[src/rtl/qdiv_pkg.sv]
// Shared definitions for the restoring divider: FSM state type and default widths.
package qdiv_pkg;

  localparam int QDIV_DW = 13;
  localparam int QDIV_KW = 3;

  typedef enum logic [1:0] {
    IDLE = 2'd0,
    CALC = 2'd1,
    DONE = 2'd2
  } qdiv_state_e;

endpackage

[src/rtl/qdiv_step.sv]
// One restoring-division step: shift the next dividend bit into the partial
// remainder, subtract the divisor when it fits, emit the quotient bit.
module qdiv_step
  import qdiv_pkg::*;
#(
  parameter int KW = QDIV_KW
) (
  input  logic [KW:0]   rem_in,
  input  logic          bit_in,
  input  logic [KW-1:0] divisor,
  output logic [KW:0]   rem_out,
  output logic          qbit
);

  logic [KW:0] shifted;
  logic [KW:0] diff;
  logic        fits;

  // The MSB of rem_in falls off the shift; if it was set the shifted value
  // is at least 2^(KW+1), which always exceeds the divisor.
  always_comb begin
    shifted = {rem_in[KW-1:0], bit_in};
    diff    = shifted - {1'b0, divisor};
    fits    = rem_in[KW] | (shifted >= {1'b0, divisor});
    rem_out = fits ? diff : shifted;
    qbit    = fits;
  end

endmodule

[src/rtl/qdivider.sv]
// Sequential unsigned divider: one restoring step per clock, MSB first.
// Divide-by-zero short-circuits to DONE with an all-ones quotient.
//
//   state | meaning
//   IDLE  | waiting for i_start; operands latched on acceptance
//   CALC  | one restoring step per cycle, cnt counts DW-1 down to 0
//   DONE  | results registered, o_valid high for this single cycle
module qdivider
  import qdiv_pkg::*;
#(
  parameter int DW = QDIV_DW,
  parameter int KW = QDIV_KW
) (
  input  logic          i_clk,
  input  logic          i_rst,
  input  logic          i_start,
  input  logic [DW-1:0] A,
  input  logic [KW-1:0] k,
  output logic          o_busy,
  output logic          o_valid,
  output logic [DW-1:0] o_quot,
  output logic [KW-1:0] o_rem,
  output logic          o_dz
);

  localparam int CW = (DW > 1) ? $clog2(DW) : 1;

  qdiv_state_e   state, state_nxt;

  // aq starts as the dividend; quotient bits shift in at the LSB as the
  // dividend bits shift out of the MSB, so one register serves both.
  logic [DW-1:0] aq;
  logic [KW-1:0] k_q;
  logic [KW:0]   rem_q;
  logic [CW-1:0] cnt;

  logic [KW:0]   rem_nxt;
  logic          qbit;
  logic          last_step;

  assign last_step = (cnt == '0);

  qdiv_step #(.KW(KW)) u_step (
    .rem_in  (rem_q),
    .bit_in  (aq[DW-1]),
    .divisor (k_q),
    .rem_out (rem_nxt),
    .qbit    (qbit)
  );

  // State register.
  always_ff @(posedge i_clk) begin
    if (i_rst) state <= IDLE;
    else       state <= state_nxt;
  end

  // Next-state decode.
  always_comb begin
    state_nxt = state;
    unique case (state)
      IDLE: if (i_start) state_nxt = (k == '0) ? DONE : CALC;
      CALC: if (last_step) state_nxt = DONE;
      DONE: state_nxt = IDLE;
      default: state_nxt = IDLE;
    endcase
  end

  // Status outputs; gated by reset so a pending DONE never leaks a pulse.
  always_comb begin
    o_busy  = 1'b0;
    o_valid = 1'b0;
    if (!i_rst) begin
      o_busy  = (state == CALC) || (state == DONE);
      o_valid = (state == DONE);
    end
  end

  // Operand latch, restoring iteration and result registers.
  always_ff @(posedge i_clk) begin
    if (i_rst) begin
      aq     <= '0;
      k_q    <= '0;
      rem_q  <= '0;
      cnt    <= '0;
      o_quot <= '0;
      o_rem  <= '0;
      o_dz   <= 1'b0;
    end else begin
      unique case (state)
        IDLE: begin
          if (i_start) begin
            if (k == '0) begin
              o_quot <= '1;
              o_rem  <= '0;
              o_dz   <= 1'b1;
            end else begin
              aq    <= A;
              k_q   <= k;
              rem_q <= '0;
              cnt   <= CW'(DW - 1);
            end
          end
        end
        CALC: begin
          aq    <= {aq[DW-2:0], qbit};
          rem_q <= rem_nxt;
          if (last_step) begin
            o_quot <= {aq[DW-2:0], qbit};
            o_rem  <= rem_nxt[KW-1:0];
            o_dz   <= 1'b0;
          end else begin
            cnt <= cnt - 1'b1;
          end
        end
        default: ;
      endcase
    end
  end

endmodule
[config.mk]
export PLATFORM = sky130hd
export DESIGN_NAME = qdivider
export DESIGN_NICKNAME = d
export VERILOG_FILES = /design/src/rtl/qdiv_pkg.sv /design/src/rtl/qdiv_step.sv /design/src/rtl/qdivider.sv
export SDC_FILE = /design/constraint.sdc
export NUM_CORES = 1
export LEC_CHECK = 0
export CAP_MARGIN = 20
export CORE_AREA = 4 4 91 93
export CTS_BUF_LIST = sky130_fd_sc_hd__clkbuf_8
export CTS_CLUSTER_SIZE = 30
export DETAILED_ROUTE_END_ITERATION = 16
export DIE_AREA = 0 0 95 97
export GPL_TIMING_DRIVEN = 0
export PLACE_DENSITY_LB_ADDON = 0.25
export SLEW_MARGIN = 30
export SYNTH_ARGS = -nofsm -noshare
export SYNTH_HDL_FRONTEND = slang
export SYNTH_SLANG_ARGS = --single-unit
[constraint.sdc]
create_clock -name i_clk -period 2.5 [get_ports i_clk]
set_input_delay 0.25 -clock i_clk [delete_from_list [all_inputs] [get_ports i_clk]]
set_output_delay 0.25 -clock i_clk [all_outputs]
set_load 0.1 [all_outputs]
==> flow_summary.toml, run 1 <==
[logic_synthesis]
yosys_warnings = 0
synth_cells = 226
ys.flop_type = "dfxtp_1"
synth.avg_cell_area_um2 = 9.35
yosys_register_bits = 43
ys_types = 48
synth_area_um2 = 2110
syn_nets = 253
synth_edf_count = 0
ys_seq_area_frac = 0.408
async_flop_share = 0

[timing]
drv_slew = 0
finalClockSkew_ns = 0.00673
worst_pin_slew_ns = 0.981
setup_violations = 0
grt_setup_unrepaired = "false"
setup_slack_ns = 0.252
slew_headroom = 0.344
fin_crit_ns = 2.25
fmax_mhz = 445
post-route-period-util = 0.899
finalSetupTns_ns = 0
finalHoldViolCount = 0

[global_route]
globalRouteTotalUtil = 0.126
grt_max_degree = 15
antenna_found_initial = 0
grt_pass1_wl_mm = 9.16
grt_pass1_vias = 1866
overflow = 0

[cts]
cts_buffer_depth = 2
clk_pin_slew_ns = 0.09
cts-buffers-inserted = 5
cts_tree = "built"
numClockSinks = 43
clock-root-buffer = "clkbuf_8"
ctsHtreeMaxLevel = 2
clock_latency_ns = 0.30
ctsHoldBuffers = 0

[floorplanning]
io_pins = 38
die_w_um = 95
start_util = 0.281
die_h_um = 97
coreArea_um2 = 7530
dieArea_um2 = 9220
rows = 32

[finish]
nets = 296
final_common_cell = "dfxtp_1"
drive_gt1_frac = 0.141
layout_common_cells = "dfxtp_1, clkdlybuf4s50_1, nor2_1"
n_antenna_cell = 0
nFillCells = 817
finalInstanceArea_um2 = 2710
area_delta_synth_final_pct = 28.5

[worst_setup_path]
rrSetupSlack_ns = 0.52
endpoint = "o_busy"
reg2reg_to = "o_quot[0]"
reg2regPathDepth = 8
worstReg2RegStart = "state[1]"
setup.worst_path.start_class = "register"
crit_type = "reg -> out"
critPathCaptureType = "output pin"
required_ns = 2.25
startpoint = "state[1]"
worst_ep_arrival_time_ns = 2.00
crit_fanout = 3

[power_and_ir_drop]
leakage_nw = 1.02
pwr-share-comb = 0.427
switching_share = 0.426
power_switching_mw = 1.05
p_seq_frac = 0.349
power.density_nw_per_um2 = 911
p_total_mw = 2.47
vdd_drop_max_v = 0.000605
pwr-share-clk = 0.224
p_int_mw = 1.42

[placed_design]
gp_congestion = 0.819
dp_hpwl_mm = 3.92
port_buffers = 36
placed_area_um2 = 2600
dp_slack_ns = 0.0107

[min_path]
hold_start = "k_q[2]"
hold_class = "reg -> reg"

[run_status]
outcome = "finished clean"

[detailed_routing]
via_per_inst = 4.82
drtIter0Drc = 74
num_vias = 1792
routed_wl_mm = 5.39
dr.pass1.iters = 4
drc_errors = 0
avgRoutedWirePerCell_um = 14.5
ant_nets = 0

[job]
drv_cap = 0
synth_stat cells, types with 3 or more instances:
master / instances / share of area
ha_1: 7 / 0.041
o21ai_1: 5 / 0.012
buf_2: 3 / 0.0071
clkbuf_1: 4 / 0.0071
nand2b_1: 5 / 0.015
nor2_1: 30 / 0.053
o22ai_1: 13 / 0.039
or3_1: 3 / 0.0089
nand3_1: 4 / 0.0095
a21oi_1: 11 / 0.026
mux2i_1: 12 / 0.057
dfxtp_1: 43 / 0.41
nand2_1: 12 / 0.021
buf_6: 4 / 0.021
nor2b_1: 4 / 0.012
a211oi_2: 10 / 0.059
inv_1: 13 / 0.023
nor3_1: 8 / 0.019
worst min-delay path by stage:
stage,to,slack [ns],cells past startpoint
2_1_floorplan,k_q[2],0.39,2
3_3_place_gp,k_q[2],0.45,2
3_5_place_dp,k_q[2],0.45,2
4_1_cts,k_q[2],0.46,2
5_1_grt,k_q[2],0.51,2
6_report,k_q[2],0.46,2
cells by family (layout without fill, tap and decap cells):
group | count (synthesis) | after routing | synth area share
and+or+nand+nor | 76 | 76 | 0.190
adders and majority gates | 8 | 8 | 0.0509
DFF | 43 | 43 | 0.408
AOI/OAI and AO/OA | 57 | 57 | 0.217
buffers and inverters | 28 | 72 | 0.0693
muxes | 12 | 12 | 0.0569
xor gates and xnor gates | 2 | 2 | 0.00830
stage by stage:
stage          utilization  hold slack (ns)  std cells
6_report             0.361            0.461        372
3_3_place_gp         0.345            0.446        364
2_1_floorplan            -            0.386        226
4_1_cts              0.360            0.465        372
5_1_grt              0.361            0.513        372
3_5_place_dp         0.345            0.452        364
registers in the layout (all words and copies together) (netlist names):
| register | count |
|---|---|
| rem_q | 4 |
| aq | 13 |
| cnt | 4 |
| o_rem | 3 |
| o_quot | 13 |
| k_q | 3 |
| state | 2 |
| o_dz | 1 |
power groups by stage:
| stage | combinational, mW | clock, mW | sequential [mW] |
|---|---|---|---|
| CTS | 1.06 | 0.573 | 0.864 |
| floorplan | 0.457 | 0 | 1.22 |
| global route | 1.13 | 0.598 | 0.877 |
| finish | 1.05 | 0.554 | 0.862 |
| global placement | 1.05 | 0 | 0.879 |
| detailed placement | 1.05 | 0 | 0.879 |
layer usage:
layer,GRT usage,part of all wire
met4,0.0344,0.0052
met2,0.189,0.45
met1,0.175,0.50
met5,0,0
met3,0.0381,0.049
cell type report:
type	instances	area [um2]	area share
clock inverters	3	43.8	0.0161
inverters	14	52.6	0.0194
well taps	102	128	0.0470
repair buffers	36	362	0.133
clock buffers	5	68.8	0.0254
flip-flops and latches	43	861	0.317
plain buffers	14	93.8	0.0346
multi-input cells	155	1100	0.407
worst max-delay path, cell delays in order, from the launching register on:
cell           delay (ns)
dfxtp_1              0.37
inv_1                0.08
ha_1                 0.27
nor2b_1              0.11
dlygate4sd2_1        0.86
repair_timing:
| item | CTS | global route |
|---|---|---|
| resized for setup | 1 | 1 |
| gates cloned | 0 | 0 |
| buffers inserted | 0 | 0 |
| setup endpoints to repair | 1 | 1 |
Power figures use the tool's default switching activity.
==> inputs of run 2 (changes only) <==
ABC_CLOCK_PERIOD_IN_PS = 2500   (was not set)
SYNTH_HIERARCHICAL = 1   (was not set)
TNS_END_PERCENT = 100   (was not set)
==> run 2 against run 1 <==
Effect of this change:
- area after synthesis is 0.53% higher
- non-clock buffer count rose by 2
- critical endpoint is now o_quot[6]
- power fell by 19%
- clock skew is 0.0018 ns lower
- combinational power down 30%
- register-to-register slack worse by 0.29 ns
- sequential share of layout area up 0.073 points
- critical path type is now reg -> reg
- sequential cell count stayed put
- final area down 0.23%
- clock power decreased by 21%
- synthesized cell count rose by 5.3%
- first-iteration DRC count down 72%
==> flow_summary.toml, run 2 <==
[timing]
slew_headroom = 0.352
drv_slew = 0
finalClockSkew_ns = 0.00495
fin_crit_ns = 2.27
post-route-period-util = 0.906
worst_pin_slew_ns = 0.970
finalSetupTns_ns = 0
fmax_mhz = 441
grt_setup_unrepaired = "false"
setup_violations = 0
finalHoldViolCount = 0

[detailed_routing]
via_per_inst = 4.63
avgRoutedWirePerCell_um = 13.1
ant_nets = 0
drtIter0Drc = 21
routed_wl_mm = 5.06
num_vias = 1784
dr.pass1.iters = 4
drc_errors = 0

[logic_synthesis]
ys_types = 44
synth_cells = 238
async_flop_share = 0
ys.flop_type = "dfxtp_1"
synth_compound_area_frac = 0.226
synth.avg_cell_area_um2 = 8.92
synthSimpleGateAreaFrac = 0.191
synthXorXnorAreaFrac = 0
yosys_warnings = 6
synth_top_family_by_area = "compound AO/OA/AOI/OAI gates"
synthTopCellsByArea = "dfxtp_1, mux2i_1, a21oi_1"
yosys_register_bits = 43
synth_edf_count = 0
ys_seq_area_frac = 0.405
syn_nets = 266
synth_area_um2 = 2120
synth.largest_area_cell = "dfxtp_1"
synthMuxAreaShare = 0.0684
synth_top_cell_area_share = 0.405
netlist_top_cells_count = "dfxtp_1, a21oi_1, nor2_1, nand2b_1"
synth_fa_ha_area_frac = 0.0566
yosysMostFrequentCell = "dfxtp_1"

[job]
drv_cap = 0

[floorplanning]
die_h_um = 97
dieArea_um2 = 9220
coreArea_um2 = 7530
die_w_um = 95
start_util = 0.282
io_pins = 38
rows = 32

[cts]
cts-buffers-inserted = 5
cts_buffer_depth = 2
clk_pin_slew_ns = 0.08
numClockSinks = 43
ctsHtreeMaxLevel = 2
clock_latency_ns = 0.30
cts_setup_buffers = 0
clock-root-buffer = "clkbuf_8"
cts_tree = "built"

[power_and_ir_drop]
leakage_nw = 0.946
power_switching_mw = 0.788
pwr-share-comb = 0.369
p_total_mw = 2.00
vdd_drop_max_v = 0.000202
p_int_mw = 1.21
switching_share = 0.394
power.density_nw_per_um2 = 738
pwr-share-clk = 0.218
p_seq_frac = 0.413

[global_route]
grt_pass1_wl_mm = 8.54
antenna_found_initial = 0
globalRouteTotalUtil = 0.116
grt_max_degree = 14
grt_pass1_vias = 1766
overflow = 0

[worst_setup_path]
worstPathCellList = "inv_1 > ha_1 > or4b_4 > a221oi_4 > buf_2 > nand2b_1 > a21oi_1"
slowest_stage = "or4b_4"
crit_fanout = 10
worstReg2RegStart = "state[1]"
rrSetupSlack_ns = 0.23
critPathCaptureType = "register"
reg2regPathDepth = 7
setup.worst_path.start_class = "register"
crit_type = "reg -> reg"
cp.depth = 7
reg2reg_to = "o_quot[6]"
crit_buf_inv = 2
worst_ep_arrival_time_ns = 2.43
cpPeakStageDelay_ns = 0.52
crit_family = "simple AND/OR/NAND/NOR gates"
required_ns = 2.66

[placed_design]
gp_congestion = 0.779
dp_hpwl_mm = 3.92
place_inst = 377
port_buffers = 37
placed_area_um2 = 2620

[finish]
drive_gt1_frac = 0.0813
nets = 310
final_common_cell = "dfxtp_1"
nFillCells = 845
finalInstanceArea_um2 = 2710
n_antenna_cell = 0
top_regs = "aq: 13 flops, o_quot: 13 flops"
instances_no_fill = 385
layout_common_cells = "dfxtp_1, clkdlybuf4s50_1, a21oi_1"
area_delta_synth_final_pct = 27.5

[min_path]
min_delay_path_depth = 2
worstHoldEndpoint = "k_q[1]"
hold_class = "reg -> reg"
hold_start = "k_q[1]"

[run_status]
outcome = "finished clean"
## run 2: final cells by class
class	count	area, um2	share of cell area
Sequential cell	43	861	0.318
Inverter	10	37.5	0.0139
Buffer	15	75.1	0.0277
Timing Repair Buffer	37	372	0.137
Clock inverter	3	16.3	0.00601
Multi-Input combinational cell	170	1150	0.425
Tap cell	102	128	0.0471
Clock buffer	5	68.8	0.0254
## run 2: worst max path at each step
stage / from / end / slack [ns]
3_5_place_dp: i_rst / o_valid / 0.02
3_3_place_gp: i_rst / o_busy / 0.04
2_1_floorplan: state[0] / o_busy / 0.23
5_1_grt: state[0] / o_quot[3] / 0.02
4_1_cts: i_rst / o_valid / 0.02
6_report: state[1] / o_quot[6] / 0.23
## run 2: worst min-delay path, stage by stage, from the launching register on
cell	delay [ns]
dfxtp_1	0.32
nand2_1	0.05
a21oi_1	0.05
## run 2: cells by family after synthesis
family / after synthesis
simple gates: 77
compound gates: 70
flops: 43
buf+inv: 25
mux: 14
fa+ha+maj: 9
## run 2: layer usage
layer  share of wire  global-route usage
met5               0                   0
met3           0.034              0.0257
met4           0.014              0.0366
met1            0.51               0.167
met2            0.44               0.170
## run 2: timing repair
action	4_1_cts	5_1_grt
setup endpoints to repair	1	1
gates cloned	0	0
gates resized for setup	1	1
hold buffers	0	0
## run 2: power groups by stage
stage | logic (mW) | registers [mW] | clock network (mW)
after global routing | 0.799 | 0.839 | 0.481
after detailed placement | 0.744 | 0.842 | 0
after CTS | 0.744 | 0.827 | 0.458
final | 0.738 | 0.825 | 0.435
after floorplan | 0.401 | 0.995 | 0
after global placement | 0.738 | 0.841 | 0
## run 2: per-stage QoR
step                utilization  hold slack (ns)  worst slack, ns
finish                    0.360            0.457            0.235
global route              0.360            0.492           0.0160
CTS                       0.359            0.461           0.0222
detailed placement        0.348            0.448           0.0189
global placement          0.348            0.450           0.0370
floorplan                     -            0.397            0.233
==> inputs of run 3 (changes only) <==
GPL_TIMING_DRIVEN = 1   (was 0)
==> run 3 against run 2 <==
Effect of this change:
- register-to-register slack better by 0.12 ns
- sequential power about the same
- first-iteration DRC count rose to 2.7 times the previous value
- critical endpoint is now rem_q[1]
- clock-buffer cell count up 2
- power up 3.3%
- fmax up 5.5%
- critical path depth up 2
- worst setup slack better by 0.12 ns
- wire length down 2.0%
- largest cell class unchanged
- utilization about the same
- global-route usage down 0.33 points
- non-clock buffer count down 8
==> flow_summary.toml, run 3 (same netlist as run 2, synthesis figures left out) <==
[global_route]
grt_pass1_wl_mm = 8.34
globalRouteTotalUtil = 0.113
overflow = 0
grt_pass1_vias = 1678
grt_max_degree = 39
antenna_found_initial = 0

[job]
drv_cap = 0

[placed_design]
dp_hpwl_mm = 3.52
placed_area_um2 = 2600
gp_congestion = 0.838
port_buffers = 37

[cts]
ctsHoldBuffers = 0
clock-root-buffer = "clkbuf_8"
ctsHtreeMaxLevel = 2
cts_resized = 0
cts-buffers-inserted = 5
clk_pin_slew_ns = 0.08
cts_buffer_depth = 2
cts_setup_buffers = 0
clock_latency_ns = 0.29
cts_tree = "built"
numClockSinks = 43

[detailed_routing]
avgRoutedWirePerCell_um = 13.2
dr.pass1.iters = 4
drc_errors = 0
routed_wl_mm = 4.96
drtIter0Drc = 57
ant_nets = 0
num_vias = 1731
via_per_inst = 4.59

[timing]
post-route-period-util = 0.859
worst_pin_slew_ns = 0.507
finalHoldViolCount = 0
fmax_mhz = 466
drv_slew = 0
slew_headroom = 0.661
finalSetupTns_ns = 0
fin_crit_ns = 2.15
grt_setup_unrepaired = "false"
setup_violations = 0
finalClockSkew_ns = 0.00808

[finish]
n_antenna_cell = 0
final_common_cell = "dfxtp_1"
layout_common_cells = "dfxtp_1, a21oi_1, buf_4"
seq_area_um2 = 861
area_delta_synth_final_pct = 27.4
drive_gt1_frac = 0.164
finalInstanceArea_um2 = 2710
multiInputGateArea_um2 = 1150
nFillCells = 821
top_regs = "aq: 13 flops, o_quot: 13 flops"
nets = 302

[worst_setup_path]
cpPeakStageDelay_ns = 0.43
cpMostUsedCell = "inv_1"
crit_fanout = 4
crit_type = "reg -> reg"
slowest_stage = "fa_1"
critPathCaptureType = "register"
worstPathCellList = "inv_1 > ha_1 > inv_1 > fa_1 > a2111oi_4 > nand2_2 > mux2_4 > nand3_1 > a21oi_1"
worst_ep_arrival_time_ns = 2.31
crit_buf_inv = 2
setup.worst_path.start_class = "register"
required_ns = 2.66
crit_family = "adder cells"

[floorplanning]
rows = 32
start_util = 0.282
die_h_um = 97
io_pins = 38
coreArea_um2 = 7530
dieArea_um2 = 9220
die_w_um = 95

[power_and_ir_drop]
p_int_mw = 1.28
vdd_drop_max_v = 0.000208
p_seq_frac = 0.399
power_switching_mw = 0.784
pwr-share-clk = 0.240
pwr-share-comb = 0.361
leakage_nw = 0.977
switching_share = 0.380
power.density_nw_per_um2 = 763

[min_path]
hold_class = "reg -> reg"

[run_status]
outcome = "finished clean"
==> run 3: cell count changes in the layout (fill, tap and decap cells not counted) <==
cell,delta
clkbuf_1,-9
dlymetal6s2s_1,-1
clkbuf_8,+2
clkinv_2,-1
buf_4,+22
dlygate4sd2_1,-1
buf_2,-3
buf_1,-1
clkdlybuf4s50_1,-17
buf_6,-2
inv_1,-1
buf_12,+4
==> run 3: worst paths after layout <==
kind | startpoint | end | slack, ns | cells after the start
worst max-delay path | aq[12] | rem_q[1] | 0.35 | 9
worst min-delay path | k_q[1] | k_q[1] | 0.46 | 2
worst min register to register | k_q[1] | k_q[1] | 0.46 | 2
worst max register to register | aq[12] | rem_q[1] | 0.35 | 9
==> run 3: cell type report <==
| cell class | count | area share |
|---|---|---|
| multi-input cells | 170 | 0.425 |
| flip-flops and latches | 43 | 0.318 |
| repair buffers | 44 | 0.157 |
| well taps | 102 | 0.0472 |
| clock buffers | 7 | 0.0356 |
| inverters | 10 | 0.0139 |
| clock inverters | 1 | 0.00278 |
==> run 3: power groups by stage <==
| stage | clock network (mW) | registers, mW | logic, mW |
|---|---|---|---|
| after floorplan | 0 | 0.995 | 0.401 |
| after global placement | 0 | 0.841 | 0.746 |
| after detailed placement | 0 | 0.842 | 0.749 |
| after CTS | 0.513 | 0.826 | 0.751 |
| after global routing | 0.544 | 0.839 | 0.806 |
| final | 0.495 | 0.824 | 0.745 |
==> run 3: metal layers <==
layer | global-route usage | share of wire | routed length [um] | vias up
met1 | 0.165 | 0.52 | 2560 | 778
li1 | - | - | - | 918
met3 | 0.0249 | 0.032 | 157 | 7
met2 | 0.161 | 0.44 | 2170 | 28
met5 | 0 | 0 | 0 | -
met4 | 0.0366 | 0.015 | 72 | 0
==> run 3: through the flow <==
stage	power, mW	cells	setup WS [ns]	hold WS (ns)	utilization
2_1_floorplan	1.40	238	0.233	0.397	-
3_5_place_dp	1.59	369	0.354	0.450	0.346
5_1_grt	2.19	377	0.206	0.482	0.359
3_3_place_gp	1.59	369	0.395	0.449	0.346
4_1_cts	2.09	377	0.340	0.461	0.359
6_report	2.06	377	0.353	0.455	0.359
==> run 3: worst min-delay path, delay by kind of cell, from the launching register on <==
| family | cells | cell delay (ns) |
|---|---|---|
| compound gates | 1 | 0.05 |
| flops | 1 | 0.31 |
| simple gates | 1 | 0.05 |
